`src/rtl/ifetch_pkg.sv`:
```
// Shared types for the instruction-fetch controller.
// State encoding, word size and the buffered-entry layout.
package ifetch_pkg;

  localparam int WORD_BYTES = 4;
  localparam int IF_XLEN    = 32;

  typedef enum logic [1:0] {
    IDLE  = 2'd0,
    RUN   = 2'd1,
    FAULT = 2'd2
  } ifetch_state_t;

  typedef struct packed {
    logic [IF_XLEN-1:0] data;
    logic [IF_XLEN-1:0] pc;
    logic               fault;
  } ifetch_entry_t;

endpackage

```
`src/rtl/ifetch_fifo.sv`:
```
// Small synchronous FIFO for fetched words.
// Ports: push/pop/flush, din/dout, count, full, empty.
module ifetch_fifo #(
  parameter int DEPTH = 2,
  parameter int WIDTH = 65
) (
  input  logic             clk,
  input  logic             reset_n,
  input  logic             push,
  input  logic             pop,
  input  logic             flush,
  input  logic [WIDTH-1:0] din,
  output logic [WIDTH-1:0] dout,
  output logic [$clog2(DEPTH):0] count,
  output logic             full,
  output logic             empty
);

  localparam int PW = $clog2(DEPTH);
  localparam int CW = PW + 1;

  logic [WIDTH-1:0] mem [DEPTH];
  logic [PW-1:0]    wr_ptr;
  logic [PW-1:0]    rd_ptr;
  logic             do_push;
  logic             do_pop;

  assign empty   = (count == '0);
  assign full    = (count == CW'(DEPTH));
  assign do_push = push && !full;
  assign do_pop  = pop && !empty;
  assign dout    = mem[rd_ptr];

  always_ff @(posedge clk or negedge reset_n) begin
    if (!reset_n) begin
      wr_ptr <= '0;
      rd_ptr <= '0;
      count  <= '0;
    end else if (flush) begin
      wr_ptr <= '0;
      rd_ptr <= '0;
      count  <= '0;
    end else begin
      if (do_push) wr_ptr <= wr_ptr + PW'(1);
      if (do_pop)  rd_ptr <= rd_ptr + PW'(1);
      count <= count + CW'(do_push) - CW'(do_pop);
    end
  end

  // Storage needs no reset; count gates visibility.
  always_ff @(posedge clk) begin
    if (do_push && !flush) mem[wr_ptr] <= din;
  end

endmodule

```
`src/rtl/ifetch_ctrl.sv`:
```
// Fetch controller: owns the fetch PC, issues reads to
// i_memory, buffers words, handles redirects and faults.
import ifetch_pkg::*;

module ifetch_ctrl #(
  parameter int                    ADDR_WIDTH = 32,
  parameter int                    DATA_WIDTH = 32,
  parameter logic [ADDR_WIDTH-1:0] BASE_ADDR  = '0,
  parameter int                    MEM_DEPTH  = 1024,
  parameter logic [ADDR_WIDTH-1:0] RESET_PC   = '0,
  parameter int                    FIFO_DEPTH = 2
) (
  input  logic                  clk,
  input  logic                  reset_n,
  input  logic                  enable,
  input  logic                  redirect_valid,
  input  logic [ADDR_WIDTH-1:0] redirect_pc,
  output logic [ADDR_WIDTH-1:0] mem_addr,
  input  logic [DATA_WIDTH-1:0] mem_rdata,
  output logic                  instr_valid,
  input  logic                  instr_ready,
  output logic [DATA_WIDTH-1:0] instr_data,
  output logic [ADDR_WIDTH-1:0] instr_pc,
  output logic                  instr_fault,
  output logic                  busy
);

  localparam int CW = $clog2(FIFO_DEPTH) + 1;
  localparam int EW = $bits(ifetch_entry_t);

  // One extra bit keeps the limit from wrapping.
  localparam logic [ADDR_WIDTH:0] LO =
    {1'b0, BASE_ADDR};
  localparam logic [ADDR_WIDTH:0] HI =
    LO + (ADDR_WIDTH+1)'(MEM_DEPTH * WORD_BYTES);

  ifetch_state_t   state;
  ifetch_state_t   state_nxt;
  logic            pend;
  logic [ADDR_WIDTH-1:0] pend_pc;
  logic            pend_fault;
  logic            addr_fault;
  logic            pop;
  logic            push;
  logic            issue;
  logic [CW:0]     need;
  logic [CW-1:0]   fifo_count;
  logic            fifo_full;
  logic            fifo_empty;
  ifetch_entry_t   push_e;
  ifetch_entry_t   head_e;

  assign addr_fault =
    ({1'b0, mem_addr} < LO) ||
    ({1'b0, mem_addr} >= HI);

  assign pop  = instr_valid && instr_ready;
  assign push = pend && !redirect_valid;

  // Slots claimed once this cycle's pop retires.
  assign need = {1'b0, fifo_count}
              + (CW+1)'(pend)
              - (CW+1)'(pop);

  assign issue = (state == RUN) && enable
              && !redirect_valid
              && (need < (CW+1)'(FIFO_DEPTH));

  always_comb begin
    push_e       = '0;
    push_e.pc    = IF_XLEN'(pend_pc);
    push_e.fault = pend_fault;
    push_e.data  = pend_fault ? '0
                 : IF_XLEN'(mem_rdata);
  end

  always_comb begin
    state_nxt = state;
    if (redirect_valid) begin
      state_nxt = enable ? RUN : IDLE;
    end else begin
      unique case (state)
        IDLE:    if (enable) state_nxt = RUN;
        RUN: begin
          if (!enable)
            state_nxt = IDLE;
          else if (issue && addr_fault)
            state_nxt = FAULT;
        end
        FAULT:   state_nxt = FAULT;
        default: state_nxt = IDLE;
      endcase
    end
  end

  always_ff @(posedge clk or negedge reset_n) begin
    if (!reset_n) begin
      state      <= IDLE;
      mem_addr   <= RESET_PC;
      pend       <= 1'b0;
      pend_pc    <= '0;
      pend_fault <= 1'b0;
    end else begin
      state <= state_nxt;
      if (redirect_valid) begin
        mem_addr <= {redirect_pc[ADDR_WIDTH-1:2], 2'b00};
        pend     <= 1'b0;
      end else if (issue) begin
        mem_addr   <= mem_addr
                    + ADDR_WIDTH'(WORD_BYTES);
        pend       <= 1'b1;
        pend_pc    <= mem_addr;
        pend_fault <= addr_fault;
      end else begin
        pend <= 1'b0;
      end
    end
  end

  ifetch_fifo #(
    .DEPTH (FIFO_DEPTH),
    .WIDTH (EW)
  ) u_fifo (
    .clk     (clk),
    .reset_n (reset_n),
    .push    (push),
    .pop     (pop),
    .flush   (redirect_valid),
    .din     (push_e),
    .dout    (head_e),
    .count   (fifo_count),
    .full    (fifo_full),
    .empty   (fifo_empty)
  );

  assign instr_valid = !fifo_empty;
  assign instr_data  = instr_valid
                     ? DATA_WIDTH'(head_e.data) : '0;
  assign instr_pc    = instr_valid
                     ? ADDR_WIDTH'(head_e.pc) : '0;
  assign instr_fault = instr_valid && head_e.fault;
  assign busy        = (fifo_count != '0) | pend;

  logic unused_full;
  assign unused_full = fifo_full;

endmodule

```
`config.mk`:
```
export PLATFORM = sky130hd
export DESIGN_NAME = ifetch_ctrl
export DESIGN_NICKNAME = d
export VERILOG_FILES = /design/src/rtl/ifetch_pkg.sv /design/src/rtl/ifetch_fifo.sv /design/src/rtl/ifetch_ctrl.sv
export SDC_FILE = /design/constraint.sdc
export NUM_CORES = 1
export LEC_CHECK = 0
export CORE_UTILIZATION = 35
export DETAILED_ROUTE_END_ITERATION = 10
export DONT_BUFFER_PORTS = 1
export SLEW_MARGIN = 5
export SYNTH_ARGS = -nofsm -noshare
export SYNTH_HDL_FRONTEND = slang
export SYNTH_SLANG_ARGS = --single-unit
export TNS_END_PERCENT = 1
```
`constraint.sdc`:
```
create_clock -name clk -period 6.4 [get_ports clk]
set_input_delay 1.28 -clock clk [delete_from_list [all_inputs] [get_ports clk]]
set_output_delay 1.28 -clock clk [all_outputs]
set_load 0.02 [all_outputs]
```
==> out/metrics.yaml <==
place:
  port_buffers: 0
  gp_congestion: 0.813
  dp_hpwl_um: 12400
  placed_area_um2: 8800
  pre_cts_ws_ns: 2.30
die:
  core_area_um2: 23700
  die_y_um: 158
  die_w_um: 158
  ios: 168
  row_count: 56
  dieArea_um2: 25000
  start_util_pct: 36.0
detailed_routing:
  wl_um: 18800
  ant_nets: 0
  route.detailed.drc: 0
  vias: 5082
  wl_met2_um: 8940
  wirelength_met1_um: 8220
  wl_met3_um: 1390
  highest_layer: "met4"
  dr.pass1.iters: 4
  vias_per_cell: 5.22
  wire_per_inst_um: 19.3
  detail_route.iter0.violations: 290
synth:
  avgSynthCellArea_um2: 13.0
  seq_area_frac_synth_pct: 64.3
  synth_warnings: 0
  yosys.area_share.xor_xnor_pct: 1.53
  ys_ff_latch: 194
  syn_inst: 656
  synth_area_um2: 8530
  synth-edff-count: 126
  postSynth.asyncResetShare_pct: 35.1
  yosys.area_share.simple_pct: 14.7
  synthFlopType: "edfxtp_1"
  synth_top_family_by_area: "simple AND/OR/NAND/NOR gates"
  yosys.area_share.adder_pct: 0.968
  synth.distinct_cells: 53
  muxShareOfSynthArea_pct: 11.4
  synth_compound_area_share_pct: 4.23
clocking:
  clockRootBuffer: "clkbuf_16"
  path_clk_slew_ns: 0.08
  postCtsSetupBuffers: 0
  cts_buffers: 17
  cts_resized: 0
  h-tree-depth: 4
  cts.sink_count: 194
  cts_tree: "built"
  cts_hold_buf: 0
  insertion_delay_ns: 0.43
  clock_path_buffers: 2
worst_hold_path:
  hold_depth: 0
  whs_endpoint: "u_fifo.mem[1][9]$_DFFE_PP_"
  min_from: "pend_pc[8]$_DFFE_PN0P_"
  min_path_type: "reg -> reg"
power:
  leakage_nw: 3.19
  worst_ir_drop_vdd_mv: 0.192
  power_density_nw_per_um2: 448
run:
  cap_viol_max_count: 0
critical_path:
  worstPathRequired_ns: 6.74
  path_buf_inv: 2
  crit_chain: "nor2_4 > inv_1 > and2_1 > ha_1 > inv_1 > nand2_1 > fa_1 > nand4b_1 > or4_1 > or4_1 > a31oi_1"
  reg2regPathDepth: 11
  timing.rr.end: "mem_addr[21]$_DFFE_PN0P_"
  crit_path_max_fanout: 7
  rr_startpoint: "u_fifo.count[1]$_DFF_PN0_"
  cp-end-kind: "flip-flop"
  cp_slowest_stage_delay_ns: 0.70
  path_delay_family: "simple AND/OR/NAND/NOR gates"
  startpoint_type: "flip-flop"
  reg2reg_slack_ns: 2.63
  crit_type: "reg -> reg"
  cpMaxStageDelayCell: "or4_1"
  cp.arrival_ns: 4.11
global_routing:
  grt_start_max_net_pins: 69
  antenna_found_initial: 0
  grt_pass1_wl_um: 28600
  gr-total-overflow: 0
  first_global_vias: 4970
  grt_use_total_pct: 15.4
final_layout:
  num-fill-cells: 2255
  ff_latch_area_um2: 5490
  antenna_cells: 0
  nets: 716
  multi_input_area_um2: 2840
  syn_to_final_growth_pct: 10.4
  finalInstanceArea_um2: 9410
  drive_gt1_share_pct: 12.4
timing:
  hold_viol_final: 0
  fmax_ghz: 0.265
  period_minus_slack_ns: 3.77
  post-route-period-util_pct: 58.9
  slew_headroom_pct: 17.8
  tns_ns: 0
  tightest_slew_ns: 1.23
  rsz0062_at_grt: "false"
  report.final.slew_viol_count: 0
  setup_slack_ns: 2.63
  fin_skew_ns: 0.0176
  setup_viol: 0
outcome:
  status: "finished clean"
==> synth_stat cells (3+ instances only) <==
cell      number  area [um^2]
mux2_2        30          338
buf_2          4         20.0
a21oi_1        7         35.0
nor2b_1       40          250
mux2i_1       63          631
or3_1          3         18.8
o21ai_0       21          105
dfrtp_1       68         1700
nand4_1       10         62.6
nand3_1       23          115
xnor2_1        7         61.3
edfxtp_1     126         3780
ha_1           5         62.6
o31ai_1        5         37.5
buf_4          6         45.0
inv_1         10         37.5
clkbuf_1      26         97.6
xor2_1         6         52.6
nor4_1        11         68.8
and4_1         5         43.8
nor3_1         6         30.0
nand2_1       30          113
o211ai_1       4         30.0
a31oi_1        7         43.8
nor2_1        81          304
or4_1         10         75.1
a211o_1        3         26.3
a22oi_1        5         37.5
==> state kept, by name (all words and copies together), names as in the netlist <==
signal	flops
u_fifo.mem	126
u_fifo.wr_ptr	1
state	2
pend_fault	1
u_fifo.rd_ptr	1
pend_pc	30
u_fifo.count	2
pend	1
mem_addr	30
==> report_power, final <==
part	switching, mW	total (mW)	internal, mW
Clock	0.508	1.11	0.597
Combinational	0.807	1.20	0.393
Sequential	0.284	1.91	1.63
==> routing by layer <==
layer / vias to the layer above / track usage (%)
met3: 18 / 4.60
met5: - / 0
met1: 2511 / 19.8
met4: 0 / 5.49
li1: 2365 / -
met2: 188 / 24.4
==> layout by cell type (no fill, tap or decap), types with 4 or more instances in the layout <==
cell type / netlist / routed
or4_1: 10 / 10
inv_1: 10 / 10
buf_4: 6 / 4
nand2_1: 30 / 30
conb_1: 1 / 4
a22oi_1: 5 / 5
a21oi_1: 7 / 7
nor4_1: 11 / 11
nand4_1: 10 / 10
edfxtp_1: 126 / 126
xor2_1: 6 / 6
inv_8: 0 / 4
nand3_1: 23 / 23
and4_1: 5 / 5
dfrtp_1: 68 / 67
xnor2_1: 7 / 7
nor3_1: 6 / 4
o21ai_0: 21 / 21
ha_1: 5 / 5
o211ai_1: 4 / 4
a31oi_1: 7 / 7
mux2i_1: 63 / 63
o31ai_1: 5 / 5
nor2_1: 81 / 80
nor2b_1: 40 / 40
clkbuf_16: 0 / 17
mux2_2: 30 / 30
==> metrics by stage <==
| step | instances | util [%] | hold slack (ns) | total power, mW |
|---|---|---|---|---|
| floorplan | 659 | - | 0.438 | 2.86 |
| global placement | 941 | 37.1 | 0.448 | 3.11 |
| detailed placement | 941 | 37.1 | 0.456 | 3.17 |
| CTS | 973 | 39.7 | 0.474 | 4.28 |
| global route | 973 | 39.7 | 0.484 | 4.46 |
| finish | 973 | 39.7 | 0.474 | 4.22 |
==> worst register-to-register path, stage by stage (launching register included) <==
cell and delay, ns:
dfrtp_1 0.58, nor2_4 0.08, inv_1 0.20, and2_1 0.28, ha_1 0.27, inv_1 0.07
nand2_1 0.06, fa_1 0.52, nand4b_1 0.31, or4_1 0.70, or4_1 0.44, a31oi_1 0.17
==> logic make-up after synthesis <==
group | Yosys count
AO/OA/AOI/OAI | 57
XOR/XNOR | 14
adder cells (fa/ha/maj) | 6
buffers and inverters | 51
flip-flops | 194
multiplexers | 93
other | 1
AND/OR/NAND/NOR | 240
==> worst max-delay path by stage <==
stage	to	slack (ns)	depth (start not counted)	from
after global routing	mem_addr[21]$_DFFE_PN0P_	2.43	11	u_fifo.count[1]$_DFF_PN0_
after detailed placement	mem_addr[21]$_DFFE_PN0P_	2.30	9	instr_ready
after CTS	mem_addr[21]$_DFFE_PN0P_	2.66	11	u_fifo.count[1]$_DFF_PN0_
after floorplan	u_fifo.mem[0][0]$_DFFE_PP_	1.58	4	redirect_valid
final	mem_addr[21]$_DFFE_PN0P_	2.63	11	u_fifo.count[1]$_DFF_PN0_
after global placement	mem_addr[17]$_DFFE_PN0P_	2.34	9	instr_ready
==> final cells by class <==
type,count,share of cell area [%]
timing repair buffer,4,0.319
sequential,194,58.3
tap,319,4.24
clock buffer,17,4.52
inverter,10,0.399
multi-input combinational,414,30.2
clock inverter,15,2.01
Power figures use the tool's default switching activity.
